<file path="src/rtl/axi_slave2_wr_arbiter.sv">
// axi_slave2_wr_arbiter: round-robin arbiter sharing the Slave 2 AW/W/B handshakes among NUM_M masters.
// A grant covers one whole write transaction; the payload mux outside follows grant_idx.
module axi_slave2_wr_arbiter #(
  parameter int NUM_M = 4,
  parameter int ADDR_W = 32,
  parameter logic [ADDR_W-1:0] BASE_ADDR = 32'h0000_4000,
  parameter logic [ADDR_W-1:0] END_ADDR = 32'h0000_4FFF
) (
  input  logic                      clk,
  input  logic                      rst,
  input  logic [NUM_M-1:0]          m_awvalid,
  input  logic [NUM_M*ADDR_W-1:0]   m_awaddr,
  output logic [NUM_M-1:0]          m_awready,
  input  logic [NUM_M-1:0]          m_wvalid,
  input  logic [NUM_M-1:0]          m_wlast,
  output logic [NUM_M-1:0]          m_wready,
  output logic [NUM_M-1:0]          m_bvalid,
  input  logic [NUM_M-1:0]          m_bready,
  output logic                      s_awvalid,
  input  logic                      s_awready,
  output logic                      s_wvalid,
  output logic                      s_wlast,
  input  logic                      s_wready,
  input  logic                      s_bvalid,
  output logic                      s_bready,
  output logic [NUM_M-1:0]          grant,
  output logic [$clog2(NUM_M)-1:0]  grant_idx,
  output logic                      busy,
  output logic [7:0]                oor_cnt
);
  localparam int IW = $clog2(NUM_M);
  typedef enum logic [1:0] {IDLE, AW, W, B} state_t;
  state_t state, state_nxt;
  logic [IW-1:0] rr_last, pick;
  logic pick_ok;
  logic [NUM_M-1:0] eligible, oor, oor_q;
  logic [8:0] oor_sum;
  int best_d;
  for (genvar i = 0; i < NUM_M; i++) begin : g_el
    logic [ADDR_W-1:0] a;
    assign a = m_awaddr[i*ADDR_W +: ADDR_W];
    assign oor[i] = m_awvalid[i] && (a < BASE_ADDR || a > END_ADDR);
    assign eligible[i] = m_awvalid[i] && !oor[i];
  end
  // Winner is the eligible master at the smallest distance after rr_last.
  always_comb begin
    pick = '0;
    pick_ok = 1'b0;
    best_d = NUM_M;
    for (int i = 0; i < NUM_M; i++)
      if (eligible[i] && (i + NUM_M - 1 - int'(rr_last)) % NUM_M < best_d) begin
        best_d = (i + NUM_M - 1 - int'(rr_last)) % NUM_M;
        pick = IW'(i);
        pick_ok = 1'b1;
      end
  end
  always_ff @(posedge clk or posedge rst)
    if (rst) state <= IDLE;
    else state <= state_nxt;
  always_comb
    state_nxt = state == IDLE ? (pick_ok ? AW : IDLE)
              : state == AW   ? (s_awvalid && s_awready ? W : AW)
              : state == W    ? (s_wvalid && s_wready && s_wlast ? B : W)
              :                 (s_bvalid && s_bready ? IDLE : B);
  always_comb begin
    s_awvalid = state == AW && m_awvalid[grant_idx];
    s_wvalid = state == W && m_wvalid[grant_idx];
    s_wlast = state == W && m_wlast[grant_idx];
    s_bready = state == B && m_bready[grant_idx];
    m_awready = state == AW && s_awready ? grant : '0;
    m_wready = state == W && s_wready ? grant : '0;
    m_bvalid = state == B && s_bvalid ? grant : '0;
    busy = state != IDLE;
  end
  // Each master's out-of-range condition is counted once per rising edge.
  assign oor_sum = 9'(oor_cnt) + 9'($countones(oor & ~oor_q));
  always_ff @(posedge clk or posedge rst)
    if (rst) begin
      grant <= '0;
      grant_idx <= '0;
      rr_last <= IW'(NUM_M - 1);
      oor_q <= '0;
      oor_cnt <= '0;
    end else begin
      oor_q <= oor;
      oor_cnt <= oor_sum > 9'd255 ? 8'hFF : oor_sum[7:0];
      if (state == IDLE && pick_ok) begin
        grant <= NUM_M'(1) << pick;
        grant_idx <= pick;
      end else if (state == B && s_bvalid && s_bready) begin
        grant <= '0;
        grant_idx <= '0;
        rr_last <= grant_idx;
      end
    end
endmodule
</file>
<file path="config.mk">
export PLATFORM = sky130hd
export DESIGN_NAME = axi_slave2_wr_arbiter
export DESIGN_NICKNAME = d
export VERILOG_FILES = /design/src/rtl/axi_slave2_wr_arbiter.sv
export SDC_FILE = /design/constraint.sdc
export NUM_CORES = 1
export LEC_CHECK = 0
export ABC_AREA = 1
export CAP_MARGIN = 10
export CORE_MARGIN = 4
export CORE_UTILIZATION = 31
export DETAILED_ROUTE_END_ITERATION = 10
export PLACE_DENSITY_LB_ADDON = 0.1
export SLEW_MARGIN = 10
export SYNTH_ARGS = -nofsm -noshare
export SYNTH_HDL_FRONTEND = slang
export SYNTH_SLANG_ARGS = --single-unit
</file>
<file path="constraint.sdc">
create_clock -name clk -period 4.7 [get_ports clk]
set_input_delay 0.47 -clock clk [delete_from_list [all_inputs] [get_ports clk]]
set_output_delay 0.47 -clock clk [all_outputs]
set_load 0.05 [all_outputs]
</file>
# == Word level (Yosys, flattened, before mapping) ==
# Index checks and enable logic that the tools add are counted.
# word_totals
reg_bits,22
wordCells,113
# classes
n_addsub,8
magnitude_cmp,14
eq_ne,3
shift,1
muxes,33
n_bitwise,7
reduce_logical,41
# ops
cell,n
32-bit by 15-bit > comparator with 1-bit output (second input constant),4
32-bit by 15-bit < comparator with 1-bit output (second input constant),4
3-bit by 32-bit < comparator with 1-bit output,3
32-bit two-way mux,3
1-bit logical AND,25
4-bit two-way mux,5
2-bit two-way mux,9
3-bit by 2-bit subtractor with 4-bit output (first input constant),3
1-bit two-way mux,11
8-bit by 3-bit adder with 9-bit output,1
9-bit by 8-bit > comparator with 1-bit output (second input constant),1
1-bit binary-select mux with 2-bit select,4
8-bit two-way mux,1
2-bit OR reduction,4
1-bit by 1-bit adder with 2-bit output,2
1-bit bitwise AND,4
4-bit bitwise AND,1
2-bit equality test (second input constant),2
1-bit zero test,4
1-bit logical OR,4
3-bit by 4-bit < comparator with 1-bit output (second input constant),1
4-bit NOT,1
2-bit nonzero test,2
1-bit by 2-bit left shift with 4-bit output (first input constant),1
other kinds (7),7

# == Longest topological paths before layout ==
# logic_depth
word_depth,19
ltp_mapped,31
depth_no_buf,31

# == Worst setup path after synthesis ==
# No wires, ideal clock.
# synth_timing
path_type,input -> register
startpoint,input port m_awaddr[13]
endpoint,register grant_idx[1]
t_arrival_ps,3341
required_time_ps,4582
path_slack_ps,1240
path_stages,30
path_buffers,0
cell_sequence,or2_1 -> nor2_2 -> nand2_2 -> nor2_4 -> nand2_1 -> or2_1 -> ha_1 -> a21oi_1 -> inv_1 -> nand3_2 -> nand2_1 -> inv_1 -> nand2_1 -> o21ai_1 -> inv_1 -> ha_1 -> nand2_1 -> nand2_1 -> nand2_2 -> nand2_4 -> nand2_1 -> o21ai_1 -> ha_1 -> nand2_1 -> nand2_1 -> nand2_1 -> nand2_2 -> nand2_1 -> nand2_1 -> nand2_1
# synth_via
elab_chain_len,18
elab_cells_between_ends,25
# synth_rtl
item,line_no,source
"start, declared",12,"input logic [NUM_M*ADDR_W-1:0] m_awaddr,"
32-bit by 15-bit < comparator with 1-bit output / 32-bit by 15-bit > comparator with 1-bit output (equally long branches),42,assign oor[i] = m_awvalid[i] && (a < BASE_ADDR || a > END_ADDR);
1-bit logical OR *,42,
1-bit logical AND *,42,
1-bit zero test *,43,assign eligible[i] = m_awvalid[i] && !oor[i];
1-bit logical AND *,43,
1-bit logical AND *,51,if (eligible[i] && (i + NUM_M - 1 - int'(rr_last)) % NUM_M < best_d) begin
32-bit two-way mux,51,
3-bit by 32-bit < comparator with 1-bit output,51,
[2 not listed],n/a,
3-bit by 32-bit < comparator with 1-bit output,51,
1-bit logical AND,51,
32-bit two-way mux,51,
3-bit by 32-bit < comparator with 1-bit output,51,
1-bit logical AND,51,
1-bit two-way mux,51,
1-bit logical AND,87,if (state == IDLE && pick_ok) begin
2-bit two-way mux / 2-bit nonzero test (equally long branches),n/a,
"end signal, assigned",89,grant_idx <= pick;
"end, declared",27,"output logic [$clog2(NUM_M)-1:0] grant_idx,"
# Every way passes the cells marked *; elsewhere a longest branch is shown, timed or not.
# A chain may end at the register's enable or synchronous reset.

# == Worst setup path in the final report ==
# Ends and elaborated chain as after synthesis.

==> results_dict.tcl <==
set metrics [dict create \
    drtPass1Iterations 4 \
    wire_per_inst_um 11.9 \
    endpoint_kind "flop" \
    cts-root-buf "clkbuf_8" \
    synth_cells 261 \
    synth_most_common_cell "nand2_1" \
    clockBufferDepth 2 \
    io_pins 180 \
    worstPathRequired_ns 4.86 \
    netlist_area_um2 1720 \
    final_core_util_pct 60.8 \
    via_per_inst 4.45 \
    drtIter0Drc 81 \
    netlist.area_leader.share_pct 29.1 \
    insertion_delay_ns 0.26 \
    vias 2068 \
    cp.arrival_ns 4.05 \
    synth_area_per_cell_um2 6.58 \
    antenna_found_initial 0 \
    start_util_pct 32.8 \
    finalCriticalPeriod_ns 3.90 \
    grt_pass1_wl_mm 8.53 \
    ys_warn_count 0 \
    die_h_um 82.4 \
    clk_pin_slew_ns 0.08 \
    hold_viol 0 \
    setup_viol 0 \
    synth_edf_count 0 \
    cellPowerDensity_nw_per_um2 330 \
    netlist-cell-type-count 31 \
    antenna_left 0 \
    peakVddDrop_v 0.000250 \
    async_flop_share_pct 100 \
    crit_fanout 8 \
    synth_fp_nets 417 \
    met2_length_mm 2.72 \
    post-route-period-util_pct 83.0 \
    cp_slowest_cell "clkdlybuf4s50_1" \
    design_area_um2 3180 \
    setup_tns_ns 0 \
    cts_htree_levels 1 \
    met3_length_um 639 \
    yosys.area.top_type "dfrtp_1" \
    cts_tree "yes" \
    drv_cap 0 \
    synth-seq-cells 22 \
    numPortBuffers 131 \
    cts_hold_buf 0 \
    min_path_type "flop to flop" \
    max_clock_freq_mhz 256 \
    drt_wl_total_mm 5.54 \
    ys.flop_type "dfrtp_1" \
    diodes 0 \
    synthTopCellsByArea "dfrtp_1, nand2_1, nor2_1" \
    core_um2 5240 \
    top_layer "met4" \
    rrSetupSlack_ns 1.44 \
    drive_gt1_share_pct 6.58 \
    seq_area_frac_synth_pct 32.2 \
    placed_area_um2 3110 \
    rows 26 \
    area_delta_synth_final_pct 85.4 \
    grt_max_degree 23 \
    gp_congestion 0.782 \
    drc 0 \
    outcome "complete, no violations" \
    grt_use_total_pct 16.2 \
    fin_nets 552 \
    slew_headroom_pct 42.3 \
    post-cts-setup-buffers 0 \
    tightest_slew_ns 0.864 \
    leakage_nw 1.44 \
    drv_slew 0 \
    dieArea_um2 6800 \
    slowest_delay_ns 0.39 \
    ctsResizeCount 0 \
    die_x_um 82.4 \
    dp_hpwl_mm 4.89 \
    gr-total-overflow 0 \
    wl_met1_mm 2.13 \
    cp-start-kind "input port" \
    crit_path_frequent_cell "nand2_1" \
    grt_pass1_vias 2019 \
    rsz0062_at_grt "no" \
    crit_type "input port to flop" \
    fin_worst_skew_ns 0.00292 \
    synth_commonest_cells "nand2_1, nor2_1, inv_1" \
    cts.sinks 22 \
    cts_buffers 3 \
]
sequential cells by signal, summed over array words and instances, names as in the netlist:
register / flops
grant_idx: 2
rr_last: 2
state: 2
grant: 4
oor_q: 4
oor_cnt: 8
metal layers:
metal,track usage [%],up-vias
met3,6.18,4
met2,29.6,78
met1,17.8,904
li1,-,1082
met4,3.32,0
met5,0,-
final timing paths:
| path | start | endpoint | cells after the start |
|---|---|---|---|
| worst max-delay path | m_awaddr[13] | grant_idx[1] | 31 |
| worst min-delay path | grant[0] | grant[0] | 2 |
| worst max register to register | rr_last[1] | grant_idx[1] | 25 |
| worst min register to register | grant[0] | grant[0] | 2 |
| max in group asynchronous | rst | oor_q[1] | 2 |
| min in group asynchronous | rst | oor_cnt[6] | 2 |
metrics by stage:
step	std cells	hold WS [ns]	setup WS, ns	power, W
after floorplan	261	0.458	1.24	0.000657
after global placement	461	0.504	0.601	0.000872
after detailed placement	461	0.501	0.518	0.000885
after CTS	465	0.525	0.778	0.00107
after global routing	465	0.552	0.386	0.00114
final	465	0.516	0.801	0.00105
layout by cell type, fill, tap and decap left out, types with 4 or more instances in the layout:
cell type	n
ha_1	4
nor4_1	7
nand4_1	7
xor2_1	4
inv_1	41
nor2_1	55
nand2_1	64
dfrtp_1	20
nor2_2	4
nand2_2	4
nand3_1	5
o21ai_1	5
a21oi_1	7
o21ai_0	7
clkdlybuf4s50_1	131
power breakdown:
part | switching, W | total (W) | internal (W)
Sequential | 0.0000545 | 0.000303 | 0.000248
Clock | 0.0000629 | 0.000177 | 0.000114
Combinational | 0.000333 | 0.000573 | 0.000239
Total | 0.000451 | 0.00105 | 0.000601
worst max-delay path: cells and delay by family:
| kind | cells | cell delay (ns) |
|---|---|---|
| buffers and inverters | 4 | 0.66 |
| AND/OR/NAND/NOR | 21 | 1.84 |
| adder cells (fa/ha/maj) | 3 | 0.81 |
| AO/OA/AOI/OAI | 3 | 0.27 |
cells by family after synthesis:
logic type,Yosys count,share of synthesized area (%)
adder cells (fa/ha/maj),7,6.41
XOR/XNOR,5,2.55
AND/OR/NAND/NOR,159,41.6
buffers and inverters,45,9.83
AO/OA/AOI/OAI,23,7.43
flip-flops,22,32.2
final cells by class:
class | count | area, µm²
Inverter | 44 | 165
Tap cell | 70 | 87.6
Clock buffer | 3 | 41.3
Timing Repair Buffer | 131 | 1310
Fill cell | 496 | 2050
Sequential cell | 22 | 553
Multi-Input combinational cell | 194 | 996
Clock inverter | 1 | 30.0
Note: power is estimated with default switching activity, not from simulation.
